--- config.mk ---
export PLATFORM = sky130hd
export DESIGN_NAME = pc_sequencer_flat
export DESIGN_NICKNAME = d
export VERILOG_FILES = /design/src/rtl/pc_sequencer_if.sv /design/src/rtl/pc_sequencer.sv /design/src/flat_wrapper.sv
export SDC_FILE = /design/constraint.sdc
export NUM_CORES = 1
export LEC_CHECK = 0
export CAP_MARGIN = 5
export CORE_ASPECT_RATIO = 1.2
export CORE_MARGIN = 4
export CORE_UTILIZATION = 52
export CTS_CLUSTER_SIZE = 8
export DETAILED_ROUTE_END_ITERATION = 10
export HOLD_SLACK_MARGIN = 0.08
export MAX_ROUTING_LAYER = met4
export PLACE_DENSITY = 0.81
export SLEW_MARGIN = 25
export SYNTH_ARGS = -nofsm -noshare
export SYNTH_HDL_FRONTEND = slang
export SYNTH_SLANG_ARGS = --single-unit
--- constraint.sdc ---
create_clock -name clk -period 3 [get_ports clk]
set_input_delay 0.75 -clock clk [delete_from_list [all_inputs] [get_ports clk]]
set_output_delay 0.75 -clock clk [all_outputs]
set_load 0.01 [all_outputs]
--- src/rtl/pc_sequencer_if.sv ---
// rtl/pc_sequencer_if.sv - instruction-memory and decode handshake bundle for pc_sequencer
interface pc_sequencer_if;
   logic        imem_req;
   logic [15:0] imem_addr;
   logic        imem_ack;
   logic [15:0] imem_data;
   logic [15:0] instr;
   logic        instr_valid;
   logic        instr_ready;
   logic [15:0] pc_current;

   // sequencer side: issues fetches, presents instructions to decode
   modport master (
      output imem_req, imem_addr, instr, instr_valid, pc_current,
      input  imem_ack, imem_data, instr_ready
   );

   // memory/decode side
   modport slave (
      input  imem_req, imem_addr, instr, instr_valid, pc_current,
      output imem_ack, imem_data, instr_ready
   );
endinterface

--- src/rtl/pc_sequencer.sv ---
// rtl/pc_sequencer.sv - fetch sequencer: PC, instruction fetch, branch redirect, hold and halt
module pc_sequencer #(
   parameter logic [15:0] RESET_PC = 16'h0000
) (
   input  logic        clk,
   input  logic        rst_n,
   input  logic        run,
   input  logic        stall,
   input  logic        branch_en,
   input  logic [15:0] branch_addr,
   input  logic        halt_req,
   output logic        halted,
   pc_sequencer_if.master bus
);

   typedef enum logic [1:0] {
      IDLE  = 2'd0,
      FETCH = 2'd1,
      HOLD  = 2'd2,
      HALT  = 2'd3
   } state_t;

   state_t      state;
   logic [15:0] fetch_pc;
   logic        redirect_pending;
   logic [15:0] redirect_addr;
   logic [15:0] redirect_target;
   logic        accept;

   // a live branch pulse overrides an older latched redirect
   always_comb begin
      redirect_target = redirect_addr;
      if (branch_en) redirect_target = branch_addr;
      accept = bus.instr_valid & bus.instr_ready & ~stall;
   end

   // sequencer state machine; every output is a register
   always_ff @(posedge clk or negedge rst_n) begin
      if (!rst_n) begin
         state            <= IDLE;
         fetch_pc         <= RESET_PC;
         redirect_pending <= 1'b0;
         redirect_addr    <= 16'h0000;
         bus.imem_req     <= 1'b0;
         bus.imem_addr    <= RESET_PC;
         bus.instr        <= 16'h0000;
         bus.instr_valid  <= 1'b0;
         bus.pc_current   <= RESET_PC;
         halted           <= 1'b0;
      end else begin
         case (state)
            IDLE: begin
               if (run) begin
                  state         <= FETCH;
                  bus.imem_req  <= 1'b1;
                  bus.imem_addr <= fetch_pc;
               end
            end
            FETCH: begin
               if (bus.imem_ack) begin
                  if (branch_en || redirect_pending) begin
                     // returned word belongs to the abandoned path: drop it and refetch
                     fetch_pc         <= redirect_target;
                     bus.imem_addr    <= redirect_target;
                     redirect_pending <= 1'b0;
                  end else begin
                     bus.instr       <= bus.imem_data;
                     bus.pc_current  <= fetch_pc;
                     bus.instr_valid <= 1'b1;
                     fetch_pc        <= fetch_pc + 16'd1;
                     bus.imem_req    <= 1'b0;
                     state           <= HOLD;
                  end
               end else if (branch_en) begin
                  // memory still owes the old address; remember where to go afterwards
                  redirect_pending <= 1'b1;
                  redirect_addr    <= branch_addr;
               end
            end
            HOLD: begin
               if (branch_en) begin
                  bus.instr_valid <= 1'b0;
                  fetch_pc        <= branch_addr;
                  bus.imem_req    <= 1'b1;
                  bus.imem_addr   <= branch_addr;
                  state           <= FETCH;
               end else if (accept) begin
                  bus.instr_valid <= 1'b0;
                  if (halt_req) begin
                     halted <= 1'b1;
                     state  <= HALT;
                  end else begin
                     bus.imem_req  <= 1'b1;
                     bus.imem_addr <= fetch_pc;
                     state         <= FETCH;
                  end
               end
            end
            HALT: begin
               bus.imem_req    <= 1'b0;
               bus.instr_valid <= 1'b0;
               halted          <= 1'b1;
            end
            default: state <= IDLE;
         endcase
      end
   end

endmodule

--- src/flat_wrapper.sv ---
// flat-port wrapper written by rule: the top's interface ports become plain ports
module pc_sequencer_flat 
#(
   parameter logic [15:0] RESET_PC = 16'h0000
)
  (clk, rst_n, run, stall, branch_en, branch_addr, halt_req, halted, bus_imem_req, bus_imem_addr, bus_instr, bus_instr_valid, bus_pc_current, bus_imem_ack, bus_imem_data, bus_instr_ready);
  pc_sequencer_if bus_i ();
  input  logic clk;
  input  logic rst_n;
  input  logic run;
  input  logic stall;
  input  logic branch_en;
  input  logic [15:0] branch_addr;
  input  logic halt_req;
  output logic halted;
  output wire logic [$bits(bus_i.imem_req)-1:0] bus_imem_req;
  output wire logic [$bits(bus_i.imem_addr)-1:0] bus_imem_addr;
  output wire logic [$bits(bus_i.instr)-1:0] bus_instr;
  output wire logic [$bits(bus_i.instr_valid)-1:0] bus_instr_valid;
  output wire logic [$bits(bus_i.pc_current)-1:0] bus_pc_current;
  input wire logic [$bits(bus_i.imem_ack)-1:0] bus_imem_ack;
  input wire logic [$bits(bus_i.imem_data)-1:0] bus_imem_data;
  input wire logic [$bits(bus_i.instr_ready)-1:0] bus_instr_ready;
  assign bus_imem_req = bus_i.imem_req;
  assign bus_imem_addr = bus_i.imem_addr;
  assign bus_instr = bus_i.instr;
  assign bus_instr_valid = bus_i.instr_valid;
  assign bus_pc_current = bus_i.pc_current;
  assign bus_i.imem_ack = bus_imem_ack;
  assign bus_i.imem_data = bus_imem_data;
  assign bus_i.instr_ready = bus_instr_ready;
  pc_sequencer #(.RESET_PC(RESET_PC)) u_core (.clk(clk), .rst_n(rst_n), .run(run), .stall(stall), .branch_en(branch_en), .branch_addr(branch_addr), .halt_req(halt_req), .halted(halted), .bus(bus_i));
endmodule
### Word-level counts from Yosys, hierarchy flattened

Cells that the tools add are included.

* flip-flop bits (word level): 86
* bits of input ports: 40
* output and inout port bits: 51
* logic and storage cells: 84

* $add $sub $neg: 1
* eq/ne operators: 14
* mux-type cells: 38
* bitwise logic cells: 5
* reductions and logical operators: 16

Operators by type and width (count)
* 16-bit two-way mux: 10
* 16-bit case mux with 3 select lines: 1
* 16-bit case mux with 2 select lines: 1
* 16-bit by 1-bit adder with 16-bit output, second input constant: 1
* 1-bit two-way mux: 16
* 2-bit two-way mux: 6
* 2-bit != test, second input constant: 6
* 5-bit AND reduction: 2
* 3-bit AND reduction: 3
* 4-bit AND reduction: 2
* 2-bit by 1-bit != test with 1-bit output, second input constant: 3
* 2-bit case mux with 3 select lines: 1
* 6-bit AND reduction: 1
* 2-bit nonzero test: 3
* 3-bit nonzero test: 2
* 2-bit == test, second input constant: 2
* 1-bit case mux with 4 select lines: 1
* 3-bit by 2-bit != test with 1-bit output, second input constant: 1
* 3-bit != test, second input constant: 1
* 1-bit inverter: 3
* 1-bit case mux with 3 select lines: 1
* 1-bit AND: 2
* 2-bit by 1-bit == test with 1-bit output, second input constant: 1
* 2-bit logical NOT: 1
* other kinds (3): 3

### Longest topological paths before layout

* word-level depth: 5
* depth in mapped cells: 9
* mapped depth without buffers: 6

### Worst setup path after synthesis

OpenSTA, ideal clock, no wires.

* path kind: in2reg
* start point: input port stall
* end point: register u_core.bus.imem_addr[10]
* setup time: 125 ps
* arrival time: 2104 ps
* required time: 2875 ps
* setup slack: 771 ps
* cell stages on the path: 6
* path buffers: 2
* cells stage by stage: nand3b_1 -> a211oi_1 -> o211a_1 -> buf_4 -> buf_6 -> mux2_2

* longest elaborated chain between the ends: 4

Ends and longest elaborated chain
* start, declared: line flat_wrapper.sv:11 `input logic stall;`
* 1-bit inverter: line pc_sequencer.sv:34 `accept = bus.instr_valid & bus.instr_ready & ~stall;`
* 1-bit AND: line pc_sequencer.sv:34
* 3-bit by 2-bit != test with 1-bit output (no line)
* 6-bit AND reduction (no line)
* end signal, assigned: line pc_sequencer.sv:56 `bus.imem_addr <= fetch_pc;`
* end signal, assigned: line pc_sequencer.sv:64 `bus.imem_addr <= redirect_target;`
* end signal, assigned: line pc_sequencer.sv:85 `bus.imem_addr <= branch_addr;`
* end, declared: line pc_sequencer_if.sv:14 `output imem_req, imem_addr, instr, instr_valid, pc_current,`

No other way between the ends.
A chain may end at the register's enable or synchronous reset.

### Final worst setup path

* start point: register u_core.state[1]
* end point: register u_core.bus.pc_current[12]

* longest elaborated chain between the ends: 2

Ends and longest elaborated chain
* start, declared: line pc_sequencer.sv:23 `state_t state;`
* start signal, assigned: line pc_sequencer.sv:40 `state <= IDLE;`
* start signal, assigned: line pc_sequencer.sv:54 `state <= FETCH;`
* start signal, assigned: line pc_sequencer.sv:72 `state <= HOLD;`
* 2-bit by 1-bit == test with 1-bit output: line pc_sequencer.sv:51 `case (state)`
* 3-bit AND reduction (no line)
* end signal, assigned: line pc_sequencer.sv:68 `bus.pc_current <= fetch_pc;`
* end, declared: line pc_sequencer_if.sv:14

No other way between the ends.

==> summary.md <==
| Metric | Value |
|---|---|
| Endpoints failing hold | `0` |
| Die area | `10280 um^2` |
| Critical path type | `flop to flop` |
| Non-Filler Instances | `623` |
| Total power per unit cell area | `roughly 1100 nW/um^2` |
| Synth Warn # | `0` |
| Residual DRC count | `0` |
| RSZ-0062 raised after global routing | `no` |
| Slowest stage delay, CP | `about 0.45 ns` |
| Cell count of the worst reg-to-reg path | `6` |
| Latest clock arrival within the worst-skew pair | `0.37 ns` |
| Area growth syn-to-layout | `27.10%` |
| CP cell instances | `inv_1 > ha_1 > and2b_1 > and3b_1 > buf_12 > mux2_2` |
| GPL Wtd Cong | `0.8948` |
| Required time of the critical path | `3.26 ns` |
| TritonCTS buffer count | `9` |
| Synth Flop Type | `dfrtp_1` |
| Clock root buffer | `clkbuf_8` |
| Fin. max-slew vios | `0` |
| Worst Path Buf+Inv | `2` |
| Post-detailed-route wirelength per cell | `between 15 and 20 um` |
| Reg power frac | `0.350` |
| Netlist cell types | `59` |
| Post-synth EDFFs | `0` |
| Worst path depth | `6` |
| Mapped Cells | `416` |
| Starting Density | `0.5322` |
| Slew HR | `0.5326` |
| #FFs+latches synth | `86` |
| GRT Total Usage | `0.2394` |
| P_sw | `2488 uW` |
| Pre-antenna DRT Iters | `5` |
| Switching fraction of total power | `0.3898` |
| Synth async-reset ratio | `1.000` |
| H-tree depth | `3` |
| Hold Crit Class | `primary input to async pin` |
| Routed vias | `3692` |
| Max Buffers Root-to-Sink | `2` |
| Register area share after synthesis | `0.4747` |
| Synth Cell Area | `4533 um^2` |
| Fin crit period | `2.403 ns` |
| VDD IR max | `0.5580 mV` |
| Final setup viols | `0` |
| Detailed Route Iter0 Violations | `roughly 200` |
| Power Total | `between 6000 and 7000 uW` |
| Synth Net Count | `about 460` |
| Largest net degree at the start of global routing | `45` |
| Overflow after GRT | `0` |
| Worst-path clk slew | `0.09 ns` |
| Max cap viols | `0` |
| Max Clock Skew | `0.008499 ns` |
| Family with the most delay on the worst path | `simple AND/OR/NAND/NOR gates` |
| First-pass GRT wire length | `18550 um` |
| Setup crit end kind | `flop` |
| Mean Syn Cell Area | `10.90 um^2` |
| Vias per cell | `5.926` |
| Critical Path Source Type | `flop` |
| Row count | `37` |
| Dpl cells | `607` |
| Setup Buffers After CTS | `0` |
| CTS sink count | `86` |
| Setup TNS | `0 ns` |
| Final Cycle Share | `0.8011` |
| Placeable Area | `8518 um^2` |
| Share of cells above drive strength 1 | `0.1957` |
| Critical Path Fanout Max | `33` |
| Tightest Pin Transition | `0.7011 ns` |
| Fin util | `0.6764` |
| Leakage power | `0.002371 uW` |
| I/O Pins | `91` |
| Hold_ws | `0.3700 ns` |
| Post-route ant nets | `0` |
| CTS tree | `yes` |
| # port buffers | `90` |
| Clock share of power | `0.134` |
| Arr. time, crit path | `2.66 ns` |
| Die Wd | `93.23 um` |
| Vias in the first global route | `about 3700` |
| Post-CTS Hold Fix Bufs | `0` |
| Ant. Diodes | `0` |
| Final wirelength | `roughly 11000 um` |
| Outcome | `finished, final reports clean` |
| Max Clk Rate | `416.1 MHz` |
| Logic pwr share | `0.516` |
| Die H | `approximately 110 um` |
| Post-CTS sizing | `0` |
| Worst path slowest cell | `ha_1` |
| Initial antenna violation count | `0` |
| HPWL after detailed placement | `8395 um` |
| Internal Power | `3894 uW` |
| Final net count | `548` |
-- per-stage QoR --
stage,worst slack [ns],instance area [um^2]
after global routing,0.4491,5762
final,0.5967,5762
after CTS,0.5929,5762
after detailed placement,0.2634,5557
after global placement,0.2784,5557
after floorplan,0.7711,4533
-- layout by cell type (no fill, tap or decap), drive strengths merged, types with 9 or more instances in the layout --
cell           instances
nor2                  12
buf                   18
dfrtp                 86
inv                   12
nor2b                 11
a22oi                 10
clkbuf                 9
mux2i                 10
nand3                 11
mux2                  61
clkdlybuf4s50         89
nand2                 29
o21ai                 25
o2bb2ai               10
a21oi                 16
-- registers in the layout, summed over array words and instances (netlist names) --
name / count
u_core.redirect_addr: 16
u_core.halted: 1
u_core.redirect_pending: 1
u_core.bus.instr_valid: 1
u_core.state: 2
u_core.bus.imem_addr: 16
u_core.fetch_pc: 16
u_core.bus.pc_current: 16
u_core.bus.imem_req: 1
u_core.bus.instr: 16
-- layer usage --
metal | global-route usage | wire, um | share of wire
met1 | 0.2945 | 4736 | 0.41
met2 | 0.3965 | 5962 | 0.52
met4 | 0.08901 | 160 | 0.014
met3 | 0.04345 | 624 | 0.054
met5 | - | 0 | 0
-- cells in the mapped netlist, drive strengths merged (3+ instances only) --
| cell | instances | area share |
|---|---|---|
| a221oi | 3 | 0.0058 |
| clkbuf | 18 | 0.015 |
| a22oi | 10 | 0.017 |
| or3 | 4 | 0.0055 |
| o2bb2ai | 10 | 0.019 |
| dfrtp | 86 | 0.47 |
| ha | 7 | 0.019 |
| o21ai | 25 | 0.028 |
| o211ai | 4 | 0.0066 |
| nor2 | 12 | 0.0099 |
| a22o | 7 | 0.014 |
| mux2i | 10 | 0.022 |
| nand3 | 11 | 0.013 |
| a31oi | 4 | 0.0055 |
| and3 | 4 | 0.0055 |
| xnor2 | 3 | 0.0058 |
| inv | 9 | 0.0075 |
| nand4 | 5 | 0.0069 |
| nor3 | 6 | 0.0066 |
| nand2 | 29 | 0.024 |
| o31ai | 3 | 0.0050 |
| nor4 | 4 | 0.0055 |
| buf | 15 | 0.023 |
| a21oi | 16 | 0.018 |
| nand3b | 4 | 0.0066 |
| nor2b | 11 | 0.017 |
| mux2 | 61 | 0.15 |
-- power groups by stage --
stage               Clock [uW]  Combinational (uW)  Sequential, uW
floorplan                    0                1990            2200
global placement             0                3220            2220
detailed placement           0                3310            2250
CTS                        874                3330            2230
global route               919                3590            2320
finish                     856                3290            2230
-- layout make-up --
| type | count | area, um^2 |
|---|---|---|
| tap | 117 | 146.4 |
| timing repair buffer | 107 | 1051 |
| sequential | 86 | 2152 |
| inverter | 9 | 33.78 |
| clock buffer | 9 | 123.9 |
| multi-input combinational | 288 | 2173 |
| fill | 691 | 2756 |
| clock inverter | 7 | 81.33 |
-- worst paths after layout --
check,slack [ns],end,startpoint
hold reg to reg,0.50,u_core.bus.imem_addr[13],u_core.bus.imem_addr[13]
max in group asynchronous,2.01,u_core.bus.pc_current[9],rst_n
setup / recovery,0.60,u_core.bus.pc_current[12],u_core.state[1]
hold / removal,0.37,u_core.redirect_addr[3],rst_n
setup reg to reg,0.60,u_core.bus.pc_current[12],u_core.state[1]
min in group clk,0.50,u_core.bus.imem_addr[13],u_core.bus.imem_addr[13]
-- cell families (layout without fill, tap and decap cells) --
| group | count (synthesis) | after routing | share of synthesized area |
|---|---|---|---|
| muxes | 71 | 71 | 0.1736 |
| DFF | 86 | 86 | 0.4747 |
| adders and majority gates | 7 | 7 | 0.01932 |
| buffers and inverters | 42 | 132 | 0.04582 |
| and+or+nand+nor | 105 | 105 | 0.1259 |
| xor gates and xnor gates | 3 | 3 | 0.005797 |
| AOI/OAI and AO/OA | 102 | 102 | 0.1548 |
-- worst register-to-register path, cell delays in order (launching register included) --
cell     delay, ns
dfrtp_1       0.43
inv_1         0.13
ha_1          0.45
and2b_1       0.43
and3b_1       0.26
buf_12        0.22
mux2_2        0.38
Note: power is estimated with default switching activity, not from simulation.
